[src/rtl/fir_coeff_loader.sv]
// ---------------------------------------------------------------------------
// fir_coeff_loader
//
// Byte-stream coefficient loader placed directly ahead of the FIR filter's
// coefficient port. Bytes arrive over a valid/ready handshake. Each pair of
// bytes is assembled little-endian into one coefficient, which is then
// written to the filter with a single-cycle c_WE pulse at a sequential
// address. The session ends after NUM_COEFF writes.
//
// Optional feature (compile-time macro FIR_COEFF_LOADER_CHECKSUM_EN):
//   When defined, one extra byte follows the table. It must equal the 8-bit
//   XOR of every coefficient byte in the session; otherwise err is raised.
//   When undefined, there is no checksum byte and err is tied low.
//
// Parameters
//   NUM_COEFF   coefficients per table
//   COEFF_SIZE  coefficient width (two bytes, so 16)
//
// Ports
//   clk         clock, all logic on the rising edge
//   rst         synchronous active-high reset
//   start       one-cycle pulse that opens a session (ignored while busy)
//   byte_in     stream byte
//   byte_valid  byte_in carries a byte
//   byte_ready  loader takes a byte this cycle
//   c_WE        coefficient write strobe to the filter
//   c_in        coefficient value (registered, held between writes)
//   c_addr      coefficient index (registered, held between writes)
//   busy        session in progress
//   done        table loaded (and checksum matched, when enabled)
//   err         checksum mismatch
// ---------------------------------------------------------------------------
module fir_coeff_loader #(
    parameter int NUM_COEFF  = 129,
    parameter int COEFF_SIZE = 16
) (
    input  logic                         clk,
    input  logic                         rst,
    input  logic                         start,
    input  logic [7:0]                   byte_in,
    input  logic                         byte_valid,
    output logic                         byte_ready,
    output logic                         c_WE,
    output logic [COEFF_SIZE-1:0]        c_in,
    output logic [$clog2(NUM_COEFF)-1:0] c_addr,
    output logic                         busy,
    output logic                         done,
    output logic                         err
);

    localparam int            AW       = $clog2(NUM_COEFF);
    localparam logic [AW-1:0] LAST_IDX = AW'(NUM_COEFF - 1);

    typedef enum logic [2:0] {
        S_IDLE = 3'd0,
        S_LO   = 3'd1,
        S_HI   = 3'd2,
        S_WR   = 3'd3,
`ifdef FIR_COEFF_LOADER_CHECKSUM_EN
        S_CHK  = 3'd4,
        S_ERR  = 3'd6,
`endif
        S_DONE = 3'd5
    } state_t;

    state_t        state;
    state_t        state_nxt;
    logic [AW-1:0] index;
    logic [7:0]    lo_byte;
    logic          accept;
    logic          start_ok;
`ifdef FIR_COEFF_LOADER_CHECKSUM_EN
    logic [7:0]    checksum;
`endif

    assign accept   = byte_valid && byte_ready;
    assign start_ok = start && !busy;

    // State register
    always_ff @(posedge clk) begin
        if (rst) begin
            state <= S_IDLE;
        end else begin
            state <= state_nxt;
        end
    end

    // Next state and state-decoded outputs
    always_comb begin
        state_nxt  = state;
        byte_ready = 1'b0;
        c_WE       = 1'b0;
        busy       = 1'b0;
        done       = 1'b0;
        err        = 1'b0;
        case (state)
            S_LO: begin
                byte_ready = 1'b1;
                busy       = 1'b1;
                if (byte_valid) state_nxt = S_HI;
            end
            S_HI: begin
                byte_ready = 1'b1;
                busy       = 1'b1;
                if (byte_valid) state_nxt = S_WR;
            end
            S_WR: begin
                c_WE = 1'b1;
                busy = 1'b1;
                if (index == LAST_IDX) begin
`ifdef FIR_COEFF_LOADER_CHECKSUM_EN
                    state_nxt = S_CHK;
`else
                    state_nxt = S_DONE;
`endif
                end else begin
                    state_nxt = S_LO;
                end
            end
`ifdef FIR_COEFF_LOADER_CHECKSUM_EN
            S_CHK: begin
                byte_ready = 1'b1;
                busy       = 1'b1;
                if (byte_valid) state_nxt = (byte_in == checksum) ? S_DONE : S_ERR;
            end
            S_ERR: begin
                err = 1'b1;
                if (start) state_nxt = S_LO;
            end
`endif
            S_DONE: begin
                done = 1'b1;
                if (start) state_nxt = S_LO;
            end
            // S_IDLE; any unused encoding also waits here for start
            default: begin
                if (start) state_nxt = S_LO;
            end
        endcase
    end

    // Assembly datapath: c_in/c_addr are loaded on the edge that accepts
    // the high byte so they are already valid during the WR cycle.
    always_ff @(posedge clk) begin
        if (rst) begin
            index  <= '0;
            c_in   <= '0;
            c_addr <= '0;
        end else begin
            if (start_ok) begin
                index <= '0;
            end else if (state == S_WR && index != LAST_IDX) begin
                index <= index + AW'(1);
            end
            if (accept && state == S_HI) begin
                c_in   <= COEFF_SIZE'({byte_in, lo_byte});
                c_addr <= index;
            end
        end
    end

    // Low byte is pure data; a stale value is always overwritten before use.
    always_ff @(posedge clk) begin
        if (accept && state == S_LO) lo_byte <= byte_in;
    end

`ifdef FIR_COEFF_LOADER_CHECKSUM_EN
    // Running XOR over coefficient bytes only; the checksum byte is excluded.
    always_ff @(posedge clk) begin
        if (rst || start_ok) begin
            checksum <= '0;
        end else if (accept && (state == S_LO || state == S_HI)) begin
            checksum <= checksum ^ byte_in;
        end
    end
`endif

endmodule
[config.mk]
export PLATFORM = sky130hd
export DESIGN_NAME = fir_coeff_loader
export DESIGN_NICKNAME = d
export VERILOG_FILES = /design/src/rtl/fir_coeff_loader.sv
export SDC_FILE = /design/constraint.sdc
export NUM_CORES = 1
export LEC_CHECK = 0
export CORE_UTILIZATION = 30
export DETAILED_ROUTE_END_ITERATION = 16
export DONT_BUFFER_PORTS = 1
export MAX_ROUTING_LAYER = met4
export PLACE_DENSITY = 0.41
export SYNTH_ARGS = -nofsm -noshare
export SYNTH_HDL_FRONTEND = slang
export SYNTH_SLANG_ARGS = --single-unit
[constraint.sdc]
create_clock -name clk -period 2.2 [get_ports clk]
set_input_delay 0.22 -clock clk [delete_from_list [all_inputs] [get_ports clk]]
set_output_delay 0.22 -clock clk [all_outputs]
set_load 0.03 [all_outputs]
==> flow_summary.html, run 1 <==
<table>
<tr><th>Metric</th><th>Value</th></tr>
<tr><th colspan="2">Logic synthesis</th></tr>
<tr><td>Most used standard cell by instance count after synthesis</td><td>sky130_fd_sc_hd__nand2_1</td></tr>
<tr><td>Warning count from the yosys run</td><td>0</td></tr>
<tr><td>Top cell type's share of synthesized area</td><td>40.9%</td></tr>
<tr><td>Number of enable-type register cells in the synthesized netlist</td><td>8</td></tr>
<tr><td>Top post-synthesis cells by area</td><td>sky130_fd_sc_hd__dfxtp_1 41%, sky130_fd_sc_hd__edfxtp_1 14%, sky130_fd_sc_hd__nand2_1 11%</td></tr>
<tr><td>Synthesized area per cell</td><td>9.31 um^2</td></tr>
<tr><td>Number of distinct library cells after synthesis</td><td>32</td></tr>
<tr><td>Top cell types by occurrence after synthesis</td><td>49 x sky130_fd_sc_hd__nand2_1, 35 x sky130_fd_sc_hd__dfxtp_1, 18 x sky130_fd_sc_hd__a21oi_1, 15 x sky130_fd_sc_hd__nor2_1, 9 x sky130_fd_sc_hd__a21oi_2</td></tr>
<tr><td>Mapped Area</td><td>1710 um^2</td></tr>
<tr><td>Ys async rst share</td><td>0%</td></tr>
<tr><td>Dominant synthesized flop cell</td><td>sky130_fd_sc_hd__dfxtp_1</td></tr>
<tr><td>Fraction of the yosys area taken by sequential cells</td><td>54.9%</td></tr>
<tr><td>Post-synthesis cell type with the largest combined area</td><td>sky130_fd_sc_hd__dfxtp_1</td></tr>
<tr><td>Syn nets</td><td>approximately 200</td></tr>
<tr><td>Register bit count reported by yosys</td><td>43</td></tr>
<tr><td>Post-synthesis cell count</td><td>around 180</td></tr>
<tr><th colspan="2">Pwr</th></tr>
<tr><td>Total power of the final layout</td><td>around 1500 uW</td></tr>
<tr><td>Peak supply drop</td><td>0.296 mV</td></tr>
<tr><td>Power density normalized to cell area</td><td>800 nW/um^2</td></tr>
<tr><td>Leakage power</td><td>0.000636 uW</td></tr>
<tr><th colspan="2">Clocking</th></tr>
<tr><td>Num CTS Buffers</td><td>5</td></tr>
<tr><td>Max Buffers Root-to-Sink</td><td>2</td></tr>
<tr><td>Clock tree sinks</td><td>43</td></tr>
<tr><td># Post-CTS Setup Buffers</td><td>0</td></tr>
<tr><td>Clock network latency to the later pin of the worst-skew pair</td><td>a little under 0.3 ns</td></tr>
<tr><td>CTS Hold Buffers Added</td><td>1</td></tr>
<tr><td>Clock slew at reported path FFs</td><td>~0.08 ns</td></tr>
<tr><td>Cell chosen for the clock root</td><td>sky130_fd_sc_hd__clkbuf_8</td></tr>
<tr><td>Number of H-tree levels</td><td>2</td></tr>
<tr><td>CTS tree</td><td>done</td></tr>
<tr><td>Count of cells resized by post-cts repair</td><td>0</td></tr>
<tr><th colspan="2">Routing</th></tr>
<tr><td>Post-DRT Antenna Nets</td><td>0</td></tr>
<tr><td>Post-DR wirelength/cell</td><td>approximately 14 um</td></tr>
<tr><td>Initial DRC count</td><td>40</td></tr>
<tr><td>Detailed Routing Iterations Pass 1</td><td>4</td></tr>
<tr><td>Routed WL</td><td>around 3600 um</td></tr>
<tr><td>Via-to-Cell Ratio</td><td>4.56</td></tr>
<tr><td>Vias after detailed routing</td><td>1200</td></tr>
<tr><td>Final routed DRC violation total</td><td>0</td></tr>
<tr><th colspan="2">Setup path</th></tr>
<tr><td>Critical path's top delay family</td><td>compound AO/OA/AOI/OAI gates</td></tr>
<tr><td>Crit-path cells</td><td>nand2b_1 &gt; a21oi_1</td></tr>
<tr><td>Worst path bufs/invs</td><td>0</td></tr>
<tr><td>Cell with the biggest individual delay on the critical path</td><td>sky130_fd_sc_hd__a21oi_1</td></tr>
<tr><td>Setup CP Type</td><td>reg2out</td></tr>
<tr><td>Worst EP arrival</td><td>roughly 1.4 ns</td></tr>
<tr><td>Category of the worst setup path capture point</td><td>output port</td></tr>
<tr><td>Highest net fanout along the worst path</td><td>9</td></tr>
<tr><td>Data required time at the worst endpoint</td><td>1.98 ns</td></tr>
<tr><td>Element type at the critical path start</td><td>flop</td></tr>
<tr><td>Max incr delay on CP</td><td>0.56 ns</td></tr>
<tr><th colspan="2">Timing</th></tr>
<tr><td>Total negative setup slack</td><td>0 ns</td></tr>
<tr><td>Part of the cycle the worst path needs</td><td>~75%</td></tr>
<tr><td>Worst-Margin Slew</td><td>between 0.6 and 0.7 ns</td></tr>
<tr><td>Max-slew headroom at the worst pin</td><td>53.3%</td></tr>
<tr><td>Unrepaired setup endpoints after global routing</td><td>no</td></tr>
<tr><td>Hold violation count in the final report</td><td>0</td></tr>
<tr><td>Final critical-path required period</td><td>1.66 ns</td></tr>
<tr><td>Max-slew violations</td><td>0</td></tr>
<tr><td>Fmax</td><td>0.604 GHz</td></tr>
<tr><td>Worst Clk Skew</td><td>0.00538 ns</td></tr>
<tr><td>Setup violations, final</td><td>0</td></tr>
<tr><th colspan="2">Global routing</th></tr>
<tr><td>Total global routing overflow</td><td>0</td></tr>
<tr><td>Initial antenna violation count</td><td>0</td></tr>
<tr><td>Global-route wire length before repair</td><td>5700 um</td></tr>
<tr><td>Pin count of the biggest net entering global routing</td><td>28</td></tr>
<tr><td>Number of global-route vias before repair</td><td>between 1000 and 1500</td></tr>
<tr><td>GRT Util Overall</td><td>12.9%</td></tr>
<tr><th colspan="2">Placement</th></tr>
<tr><td>HPWL after DPL</td><td>2430 um</td></tr>
<tr><td>GP Congestion</td><td>0.803</td></tr>
<tr><td>Number of cells in the design after placement</td><td>249</td></tr>
<tr><td>I/O Buffers</td><td>0</td></tr>
<tr><th colspan="2">Flow run</th></tr>
<tr><td># Max-Cap Violations</td><td>0</td></tr>
<tr><th colspan="2">Die</th></tr>
<tr><td>Effective utilization at floorplan</td><td>31.1%</td></tr>
<tr><td>Area of the core</td><td>~5500 um^2</td></tr>
<tr><td>DIE HEIGHT</td><td>77.6 um</td></tr>
<tr><td>Die width</td><td>77.6 um</td></tr>
<tr><td>Standard-cell row count</td><td>27</td></tr>
<tr><td>IO Pins</td><td>41</td></tr>
<tr><td>Floorplan die area</td><td>approximately 6000 um^2</td></tr>
<tr><th colspan="2">Finish</th></tr>
<tr><td>Non-filler instance count after layout</td><td>263</td></tr>
<tr><td>P&amp;R area growth vs syn</td><td>12.7%</td></tr>
<tr><td>NumNets Final</td><td>204</td></tr>
<tr><td>Antenna cell count</td><td>0</td></tr>
<tr><td>Fraction of final layout cells sized beyond drive strength 1</td><td>11.5%</td></tr>
<tr><th colspan="2">Min path</th></tr>
<tr><td>HP Class</td><td>in2reg</td></tr>
<tr><th colspan="2">Outcome</th></tr>
<tr><td>Outcome</td><td>completed</td></tr>
</table>
## cells by family after synthesis
logic type,after synthesis,share of synthesized area (%)
AO/OA/AOI/OAI,33,12.3
flip-flops,43,54.9
adder cells (fa/ha/maj),2,1.46
XOR/XNOR,7,3.58
buffers and inverters,15,5.33
multiplexers,1,0.584
other,1,0.219
AND/OR/NAND/NOR,82,21.5
## through the flow
step	cell area, um^2	hold slack, ns	util [%]	worst slack (ns)
after floorplan	1710	0.319	-	0.828
after global placement	1750	0.286	31.8	0.754
after detailed placement	1750	0.287	31.8	0.693
after CTS	1880	0.00482	34.2	0.526
after global routing	1930	0.00128	35.1	0.469
final	1930	0.0191	35.1	0.545
## report_power, final
| group | switching, uW | leakage (uW) | internal (uW) |
|---|---|---|---|
| Sequential | 24.1 | 0.000356 | 819 |
| Combinational | 60.5 | 0.000225 | 32.4 |
| Clock | 276 | 0.0000556 | 333 |
| Total | 360 | 0.000636 | 1180 |
## cells in the final DEF, fill, tap and decap left out, types with 3 or more instances in the layout
master and instances:
sky130_fd_sc_hd__inv_1 5, sky130_fd_sc_hd__edfxtp_1 8, sky130_fd_sc_hd__dlygate4sd3_1 5, sky130_fd_sc_hd__xnor2_1 6
sky130_fd_sc_hd__clkbuf_8 5, sky130_fd_sc_hd__buf_4 3, sky130_fd_sc_hd__a21oi_1 18, sky130_fd_sc_hd__dfxtp_1 35
sky130_fd_sc_hd__nor3_1 4, sky130_fd_sc_hd__nor2_1 15, sky130_fd_sc_hd__nand2_1 49, sky130_fd_sc_hd__a21oi_2 9
sky130_fd_sc_hd__nand3b_1 3
## registers in the layout (all words and copies together), names as in the netlist
name / cells
index: 8
state: 3
lo_byte: 8
c_addr: 8
c_in: 16
## worst reg2reg max path, delay by kind of cell, from the launching register on
| kind | cells | cell delay, ns |
|---|---|---|
| and+or+nand+nor | 2 | 0.68 |
| DFF | 1 | 0.45 |
## routing by layer
metal,GRT usage (%),part of all wire [%]
met1,15.9,49
met2,18.8,43
met3,5.29,6.6
met4,4.53,1.5
met5,-,0
## area by class of cell
cell class                 count  area [um^2]
inverter                       5         18.8
fill                         574         3580
tap                           72         90.1
clock buffer                   5         68.8
clock inverter                 3         38.8
multi-input combinational    126          681
timing repair buffer           9         92.6
sequential                    43          941
## worst paths after layout
check	endpoint	start	slack, ns	cells after the start
worst max register to register	lo_byte[3]	state[0]	0.71	2
worst min-delay path	lo_byte[7]	byte_in[7]	0.02	0
worst max-delay path	byte_ready	state[0]	0.54	2
worst min register to register	c_in[3]	lo_byte[3]	0.50	2
(Power assumes the default switching activity.)
==> run 2, diff against run 1 <==
Clock period 2.2 ns to 1.6 ns, I/O delays scaled along.
==> run 2 against run 1 <==
Sequential cell count stayed put. Clock power is 9.0% higher. Wire length is 0.22% higher. Clock skew hardly changed. Combinational power is 65% higher. Critical path depth is 4 higher. Hold slack better by 0.094 ns. Setup slack worse by 0.43 ns. Highest routed layer unchanged. Via count is 3.8% higher. Critical endpoint is now index[1].
==> flow_summary.html, run 2 (synthesized netlist as in run 1, its figures left out) <==
<table>
<tr><th>Metric</th><th>Value</th></tr>
<tr><th colspan="2">Setup path</th></tr>
<tr><td>Element type at the critical path start</td><td>flop</td></tr>
<tr><td>Worst EP arrival</td><td>1.67 ns (+0.23 ns)</td></tr>
<tr><td>R2R Setup Slk</td><td>0.12 ns (-0.59 ns)</td></tr>
<tr><td>Worst r2r src</td><td>index[0]</td></tr>
<tr><td>Launch point of the worst path</td><td>index[0]</td></tr>
<tr><td>Reg-to-reg endpoint</td><td>index[1]</td></tr>
<tr><td>Highest net fanout along the worst path</td><td>5 (-4)</td></tr>
<tr><td>Category of the worst setup path capture point</td><td>flop</td></tr>
<tr><td>Setup CP Type</td><td>reg2reg</td></tr>
<tr><td>Worst setup path endpoint</td><td>index[1]</td></tr>
<tr><td>Worst R2R Path Depth</td><td>6 (+4)</td></tr>
<tr><td>Data required time at the worst endpoint</td><td>1.79 ns (-0.19 ns)</td></tr>
<tr><th colspan="2">Finish</th></tr>
<tr><td>Non-filler instance count after layout</td><td>273 (+3.8%)</td></tr>
<tr><td>Area occupied by registers</td><td>942 um^2 (+0.13%)</td></tr>
<tr><td>Leading cell types in the layout, fill and taps excluded</td><td>49 x sky130_fd_sc_hd__nand2_1, 34 x sky130_fd_sc_hd__dfxtp_1, 18 x sky130_fd_sc_hd__a21oi_1</td></tr>
<tr><td>Area of combinational cells with multiple inputs</td><td>681 um^2 (unchanged)</td></tr>
<tr><td>Filler instances</td><td>559 (-2.6%)</td></tr>
<tr><td>Antenna cell count</td><td>0 (unchanged)</td></tr>
<tr><td>P&amp;R area growth vs syn</td><td>17.0%</td></tr>
<tr><td>NumNets Final</td><td>214 (+4.9%)</td></tr>
<tr><td>Commonest non-fill, non-tap cell in the layout</td><td>sky130_fd_sc_hd__nand2_1</td></tr>
<tr><td>Fraction of final layout cells sized beyond drive strength 1</td><td>14.9% (+3.4 points)</td></tr>
<tr><td>Flip-flop count of the largest register, all copies and words added</td><td>16 (unchanged)</td></tr>
<tr><td>End-of-flow core utilization</td><td>36.4% (+1.3 points)</td></tr>
<tr><td>Biggest register</td><td>c_in</td></tr>
<tr><th colspan="2">Timing</th></tr>
<tr><td>Part of the cycle the worst path needs</td><td>92.8%</td></tr>
<tr><td>Max-slew headroom at the worst pin</td><td>67.2% (+14 points)</td></tr>
<tr><td>Worst Clk Skew</td><td>0.00579 ns (+0.000409 ns)</td></tr>
<tr><td>Unrepaired setup endpoints after global routing</td><td>no</td></tr>
<tr><td>Worst-Margin Slew</td><td>0.489 ns (-0.211 ns)</td></tr>
<tr><td>Hold violation count in the final report</td><td>0 (unchanged)</td></tr>
<tr><td>Max-slew violations</td><td>0 (unchanged)</td></tr>
<tr><td>Final critical-path required period</td><td>about 1.5 ns</td></tr>
<tr><td>Setup violations, final</td><td>0 (unchanged)</td></tr>
<tr><td>Fmax</td><td>0.673 GHz</td></tr>
<tr><td>Total negative setup slack</td><td>0 ns (unchanged)</td></tr>
<tr><th colspan="2">Clocking</th></tr>
<tr><td>Number of H-tree levels</td><td>2 (unchanged)</td></tr>
<tr><td>Clock slew at reported path FFs</td><td>0.08 ns (about the same)</td></tr>
<tr><td>Clock tree sinks</td><td>43 (unchanged)</td></tr>
<tr><td>Num CTS Buffers</td><td>5 (unchanged)</td></tr>
<tr><td>Max Buffers Root-to-Sink</td><td>2 (unchanged)</td></tr>
<tr><td>Cell chosen for the clock root</td><td>sky130_fd_sc_hd__clkbuf_8</td></tr>
<tr><td>CTS tree</td><td>done</td></tr>
<tr><td>Clock network latency to the later pin of the worst-skew pair</td><td>0.29 ns (about the same)</td></tr>
<tr><th colspan="2">Placement</th></tr>
<tr><td>GP Congestion</td><td>0.816 (+1.6%)</td></tr>
<tr><td>I/O Buffers</td><td>0 (unchanged)</td></tr>
<tr><td>Number of cells in the design after placement</td><td>256 (+2.8%)</td></tr>
<tr><td>HPWL after DPL</td><td>2490 um (+2.5%)</td></tr>
<tr><th colspan="2">Die</th></tr>
<tr><td>Standard-cell row count</td><td>27 (unchanged)</td></tr>
<tr><td>Effective utilization at floorplan</td><td>31.1% (unchanged)</td></tr>
<tr><td>Floorplan die area</td><td>6020 um^2 (unchanged)</td></tr>
<tr><td>IO Pins</td><td>41 (unchanged)</td></tr>
<tr><td>DIE HEIGHT</td><td>77.6 um (unchanged)</td></tr>
<tr><td>Die width</td><td>77.6 um (unchanged)</td></tr>
<tr><td>Area of the core</td><td>5510 um^2 (unchanged)</td></tr>
<tr><th colspan="2">Global routing</th></tr>
<tr><td>Number of global-route vias before repair</td><td>1221 (+6.5%)</td></tr>
<tr><td>Pin count of the biggest net entering global routing</td><td>28 (unchanged)</td></tr>
<tr><td>GRT Util Overall</td><td>13.3% (+0.39 points)</td></tr>
<tr><td>Initial antenna violation count</td><td>0 (unchanged)</td></tr>
<tr><td>Total global routing overflow</td><td>0 (unchanged)</td></tr>
<tr><td>Global-route wire length before repair</td><td>5930 um (+4.1%)</td></tr>
<tr><th colspan="2">Routing</th></tr>
<tr><td>Amount of wire on met3 after detailed routing</td><td>223 um (-5.9%)</td></tr>
<tr><td>Post-DR wirelength/cell</td><td>13.3 um (-3.4%)</td></tr>
<tr><td>Length of routed met2 wiring</td><td>1620 um (+5.5%)</td></tr>
<tr><td>Initial DRC count</td><td>51 (+28%)</td></tr>
<tr><td>Met1 routed wirelength after detailed routing</td><td>1680 um (-5.6%)</td></tr>
<tr><td>Detailed Routing Iterations Pass 1</td><td>4 (unchanged)</td></tr>
<tr><td>Via-to-Cell Ratio</td><td>4.56 (about the same)</td></tr>
<tr><td>Highest metal used</td><td>met4</td></tr>
<tr><td>Post-DRT Antenna Nets</td><td>0 (unchanged)</td></tr>
<tr><td>Routed WL</td><td>3620 um (+0.22%)</td></tr>
<tr><td>Vias after detailed routing</td><td>1246 (+3.8%)</td></tr>
<tr><td>Final routed DRC violation total</td><td>0 (unchanged)</td></tr>
<tr><th colspan="2">Pwr</th></tr>
<tr><td>Power density normalized to cell area</td><td>986 nW/um^2 (+23%)</td></tr>
<tr><td>Peak supply drop</td><td>0.325 mV (+10%)</td></tr>
<tr><td>Leakage power</td><td>0.000673 uW (+5.8%)</td></tr>
<tr><th colspan="2">Min path</th></tr>
<tr><td>HP Class</td><td>in2reg</td></tr>
<tr><th colspan="2">Flow run</th></tr>
<tr><td># Max-Cap Violations</td><td>0 (unchanged)</td></tr>
<tr><th colspan="2">Outcome</th></tr>
<tr><td>Outcome</td><td>completed</td></tr>
</table>
## run 2: routing by layer
| metal | track usage [%] | vias to the layer above |
|---|---|---|
| li1 | - | 636 |
| met1 | 15.5 | 571 |
| met2 | 20.2 | 31 |
| met3 | 4.82 | 8 |
| met4 | 6.23 | 0 |
| met5 | - | - |
## run 2: how the worst min path moves through the flow
stage	cells past startpoint	slack, ns	from	to
after floorplan	0	0.26	byte_in[0]	lo_byte[0]
after global placement	1	0.23	rst	c_addr[5]
after detailed placement	1	0.23	rst	c_addr[5]
after CTS	3	0.10	start	state[2]
after global routing	2	0.11	rst	c_addr[5]
final	3	0.11	start	state[2]
## run 2: critical path, stage by stage (launching register included)
cell	delay [ns]
sky130_fd_sc_hd__dfxtp_1	0.42
sky130_fd_sc_hd__inv_1	0.07
sky130_fd_sc_hd__ha_1	0.19
sky130_fd_sc_hd__and4bb_2	0.26
sky130_fd_sc_hd__a21oi_2	0.18
sky130_fd_sc_hd__mux2i_1	0.21
sky130_fd_sc_hd__nor2_1	0.05
## run 2: per-stage QoR
| stage | area [um^2] | hold slack, ns | total power [uW] | setup slack [ns] |
|---|---|---|---|---|
| after detailed placement | 1820 | 0.227 | 1300 | 0.123 |
| after global routing | 2000 | 0.109 | 2070 | 0.0150 |
| after CTS | 2000 | 0.105 | 2010 | 0.0440 |
| after global placement | 1820 | 0.226 | 1300 | 0.209 |
| after floorplan | 1710 | 0.259 | 1280 | 0.228 |
| final | 2000 | 0.113 | 1980 | 0.115 |
## run 2: final cells by class
class	instances	area share, %
flip-flops and latches	43	47.0
multi-input cells	126	34.0
repair buffers	19	9.36
well taps	72	4.49
clock buffers	6	3.62
inverters	5	0.936
clock inverters	2	0.624
## run 2: repair_timing
| item | 4_1_cts | 5_1_grt |
|---|---|---|
| endpoints found under the hold margin | 35 | 0 |
| hold buffers | 9 | 0 |
| gates resized for setup | 0 | 1 |
| buffers inserted | 0 | 0 |
| setup endpoints to repair | 0 | 1 |
## run 2: where the power goes
part / leakage, uW / internal [uW] / switching (uW)
logic: 0.000276 / 63.3 / 89.8
registers: 0.000357 / 1130 / 34.2
clock network: 0.0000412 / 305 / 358
==> run 3, diff against run 2 <==
Settings changed: CELL_PAD_IN_SITES_DETAIL_PLACEMENT set to 1, CELL_PAD_IN_SITES_GLOBAL_PLACEMENT set to 1, CORE_UTILIZATION 30 to 45, PLACE_DENSITY 0.41 to 0.72.
==> run 3 against run 2 <==
Critical path depth unchanged. Sequential cell count is the same. Fmax fell by 0.36%. Via count is 3.4% higher. Clock power rose by 2%. Sequential share of layout area is 0.93 points higher. Power rose by 0.50%. Non-clock buffer count is 1 lower. Combinational power barely moved. Highest routed layer unchanged. Critical path type unchanged. Largest power group unchanged. Die area fell by 33%.
==> flow_summary.html, run 3 (synthesized netlist as in run 1, its figures left out) <==
<table>
<tr><th>Metric</th><th>Value</th></tr>
<tr><th colspan="2">Outcome</th></tr>
<tr><td>Outcome</td><td>completed</td></tr>
<tr><th colspan="2">Min path</th></tr>
<tr><td>HP Class</td><td>in2reg</td></tr>
<tr><td>Worst hold path cell count</td><td>2 (-1)</td></tr>
<tr><th colspan="2">Timing</th></tr>
<tr><td>Setup violations, final</td><td>0 (unchanged)</td></tr>
<tr><td>Hold violation count in the final report</td><td>0 (unchanged)</td></tr>
<tr><td>Final critical-path required period</td><td>1.49 ns (+0.00532 ns)</td></tr>
<tr><td>Unrepaired setup endpoints after global routing</td><td>no</td></tr>
<tr><td>Fmax</td><td>0.671 GHz (-0.36%)</td></tr>
<tr><td>Max-slew violations</td><td>0 (unchanged)</td></tr>
<tr><td>Part of the cycle the worst path needs</td><td>93.1% (+0.33 points)</td></tr>
<tr><td>Max-slew headroom at the worst pin</td><td>62.0% (-5.2 points)</td></tr>
<tr><td>Worst Clk Skew</td><td>0.00192 ns (-0.00386 ns)</td></tr>
<tr><td>Worst-Margin Slew</td><td>0.566 ns (+0.0767 ns)</td></tr>
<tr><td>Total negative setup slack</td><td>0 ns (unchanged)</td></tr>
<tr><th colspan="2">Global routing</th></tr>
<tr><td>Global routing's busiest layer</td><td>met2</td></tr>
<tr><td>Met2 Resource Use GR</td><td>34.8% (+15 points)</td></tr>
<tr><td>Number of global-route vias before repair</td><td>1385 (+13%)</td></tr>
<tr><td>GRT Util Overall</td><td>21.8% (+8.5 points)</td></tr>
<tr><td>Initial antenna violation count</td><td>0 (unchanged)</td></tr>
<tr><td>Pin count of the biggest net entering global routing</td><td>28 (unchanged)</td></tr>
<tr><td>Total global routing overflow</td><td>0 (unchanged)</td></tr>
<tr><td>Met3 layer usage reported by global route</td><td>7.61% (+2.8 points)</td></tr>
<tr><td>Global-route wire length before repair</td><td>6440 um (+8.5%)</td></tr>
<tr><td>Met1 Resource Use GR</td><td>24.7% (+9.2 points)</td></tr>
<tr><th colspan="2">Die</th></tr>
<tr><td>Effective utilization at floorplan</td><td>46.8% (+16 points)</td></tr>
<tr><td>Area of the core</td><td>3660 um^2 (-34%)</td></tr>
<tr><td>Standard-cell row count</td><td>22 (-19%)</td></tr>
<tr><td>IO Pins</td><td>41 (unchanged)</td></tr>
<tr><td>Die width</td><td>63.7 um (-18%)</td></tr>
<tr><td>Floorplan die area</td><td>4060 um^2 (-33%)</td></tr>
<tr><td>DIE HEIGHT</td><td>63.7 um (-18%)</td></tr>
<tr><th colspan="2">Setup path</th></tr>
<tr><td>Critical path's top delay family</td><td>flip-flops</td></tr>
<tr><td>Worst setup path endpoint</td><td>index[1]</td></tr>
<tr><td>Setup CP Type</td><td>reg2reg</td></tr>
<tr><td>Max incr delay on CP</td><td>0.42 ns (about the same)</td></tr>
<tr><td>R2R Setup Slk</td><td>0.11 ns (about the same)</td></tr>
<tr><td>Data required time at the worst endpoint</td><td>1.79 ns (about the same)</td></tr>
<tr><td>Cell with the biggest individual delay on the critical path</td><td>sky130_fd_sc_hd__dfxtp_1</td></tr>
<tr><td>Worst path bufs/invs</td><td>1 (unchanged)</td></tr>
<tr><td>Worst R2R Path Depth</td><td>6 (unchanged)</td></tr>
<tr><td>Worst EP arrival</td><td>1.68 ns (about the same)</td></tr>
<tr><td>Highest net fanout along the worst path</td><td>5 (unchanged)</td></tr>
<tr><td>Reg-to-reg endpoint</td><td>index[1]</td></tr>
<tr><td>Stages on worst setup path</td><td>6 (unchanged)</td></tr>
<tr><td>Category of the worst setup path capture point</td><td>flop</td></tr>
<tr><td>Worst r2r src</td><td>index[1]</td></tr>
<tr><td>Crit-path cells</td><td>inv_1 &gt; ha_1 &gt; and4bb_2 &gt; a21oi_2 &gt; mux2i_1 &gt; nor2_1</td></tr>
<tr><td>Launch point of the worst path</td><td>index[1]</td></tr>
<tr><td>Element type at the critical path start</td><td>flop</td></tr>
<tr><th colspan="2">Routing</th></tr>
<tr><td>Detailed Routing Iterations Pass 1</td><td>4 (unchanged)</td></tr>
<tr><td>Initial DRC count</td><td>51 (unchanged)</td></tr>
<tr><td>Vias after detailed routing</td><td>1288 (+3.4%)</td></tr>
<tr><td>Via-to-Cell Ratio</td><td>5.19 (+14%)</td></tr>
<tr><td>Routed WL</td><td>3840 um (+6.0%)</td></tr>
<tr><td>Final routed DRC violation total</td><td>0 (unchanged)</td></tr>
<tr><td>Post-DR wirelength/cell</td><td>15.5 um (+17%)</td></tr>
<tr><td>Post-DRT Antenna Nets</td><td>0 (unchanged)</td></tr>
<tr><th colspan="2">Finish</th></tr>
<tr><td>Filler instances</td><td>420 (-25%)</td></tr>
<tr><td>Leading cell types in the layout, fill and taps excluded</td><td>49 x sky130_fd_sc_hd__nand2_1, 33 x sky130_fd_sc_hd__dfxtp_1, 18 x sky130_fd_sc_hd__a21oi_1</td></tr>
<tr><td>Antenna cell count</td><td>0 (unchanged)</td></tr>
<tr><td>End-of-flow core utilization</td><td>53.8% (+17 points)</td></tr>
<tr><td>Flip-flop count of the largest register, all copies and words added</td><td>16 (unchanged)</td></tr>
<tr><td>NumNets Final</td><td>213 (-0.47%)</td></tr>
<tr><td>P&amp;R area growth vs syn</td><td>14.9%</td></tr>
<tr><td>Fraction of final layout cells sized beyond drive strength 1</td><td>15.0% (+0.075 points)</td></tr>
<tr><td>Biggest register</td><td>c_in</td></tr>
<tr><td>Commonest non-fill, non-tap cell in the layout</td><td>sky130_fd_sc_hd__nand2_1</td></tr>
<tr><th colspan="2">Pwr</th></tr>
<tr><td>Peak supply drop</td><td>0.605 mV (+86%)</td></tr>
<tr><td>Switching power</td><td>493 uW (+2.3%)</td></tr>
<tr><td>Relative contribution of sequential cells to total power</td><td>58.4% (-0.3 points)</td></tr>
<tr><td>Fraction of power spent switching nets</td><td>24.8% (+0.43 points)</td></tr>
<tr><td>Internal power</td><td>1490 uW (about the same)</td></tr>
<tr><td>Combinational power share</td><td>7.6% (about the same)</td></tr>
<tr><td>Power density normalized to cell area</td><td>1010 nW/um^2 (+2.4%)</td></tr>
<tr><td>Leakage power</td><td>0.000670 uW (-0.55%)</td></tr>
<tr><td>Clock group share of total power</td><td>34.0% (+0.5 points)</td></tr>
<tr><th colspan="2">Placement</th></tr>
<tr><td>HPWL after DPL</td><td>2530 um (+1.4%)</td></tr>
<tr><td>I/O Buffers</td><td>0 (unchanged)</td></tr>
<tr><td>GP Congestion</td><td>0.814 (-0.25%)</td></tr>
<tr><th colspan="2">Clocking</th></tr>
<tr><td>Max Buffers Root-to-Sink</td><td>2 (unchanged)</td></tr>
<tr><td>CTS tree</td><td>done</td></tr>
<tr><td>Clock network latency to the later pin of the worst-skew pair</td><td>0.29 ns (about the same)</td></tr>
<tr><td>Cell chosen for the clock root</td><td>sky130_fd_sc_hd__clkbuf_8</td></tr>
<tr><td># Post-CTS Setup Buffers</td><td>0 (unchanged)</td></tr>
<tr><td>Num CTS Buffers</td><td>5 (unchanged)</td></tr>
<tr><td>Number of H-tree levels</td><td>2 (unchanged)</td></tr>
<tr><td>Clock tree sinks</td><td>43 (unchanged)</td></tr>
<tr><td>Clock slew at reported path FFs</td><td>0.08 ns (about the same)</td></tr>
<tr><th colspan="2">Flow run</th></tr>
<tr><td># Max-Cap Violations</td><td>0 (unchanged)</td></tr>
</table>
run 3: cell count changes in the layout (fill, tap and decap cells not counted), sizes merged:
cell / delta
buf: -1
run 3: metrics by stage:
step	std cells	instance area [um^2]	hold slack [ns]	setup slack, ns	total power [uW]
final	248	1970	0.0127	0.110	1990
after global routing	248	1970	0.0194	0.00228	2070
after CTS	248	1970	0.0137	0.0407	2010
after detailed placement	231	1780	0.226	0.119	1300
after global placement	231	1780	0.225	0.219	1300
after floorplan	184	1710	0.259	0.228	1280
run 3: final cells by class:
class	instances	area [um^2]	area share [%]
Sequential cell	43	943	47.9
Multi-Input combinational cell	126	681	34.6
Timing Repair Buffer	18	180	9.15
Clock buffer	6	72.6	3.69
Tap cell	48	60.1	3.05
Inverter	5	18.8	0.954
Clock inverter	2	12.5	0.636
run 3: worst min-delay path by stage:
stage                           from          to  slack (ns)
after floorplan           byte_in[0]  lo_byte[0]        0.26
after global placement           rst   c_addr[5]        0.23
after detailed placement         rst   c_addr[4]        0.23
after CTS                 byte_in[3]    c_in[11]        0.01
after global routing      byte_in[5]    c_in[13]        0.02
final                     byte_in[3]    c_in[11]        0.01
run 3: per-layer routing:
layer / vias up / share of wire (%)
li1: 631 / -
met1: 616 / 44
met2: 34 / 48
met3: 7 / 5.6
met4: 0 / 2.3
met5: - / 0
run 3: power groups by stage:
stage	sequential (uW)	combinational, uW	clock, uW
floorplan	1180	96.2	0
global placement	1190	111	0
detailed placement	1190	116	0
CTS	1160	152	697
global route	1170	166	734
finish	1160	151	675
run 3: timing repair:
item,4_1_cts,5_1_grt
endpoints found under the setup margin,0,2
hold buffers,9,0
resized for setup,0,2
hold endpoints to repair,35,0
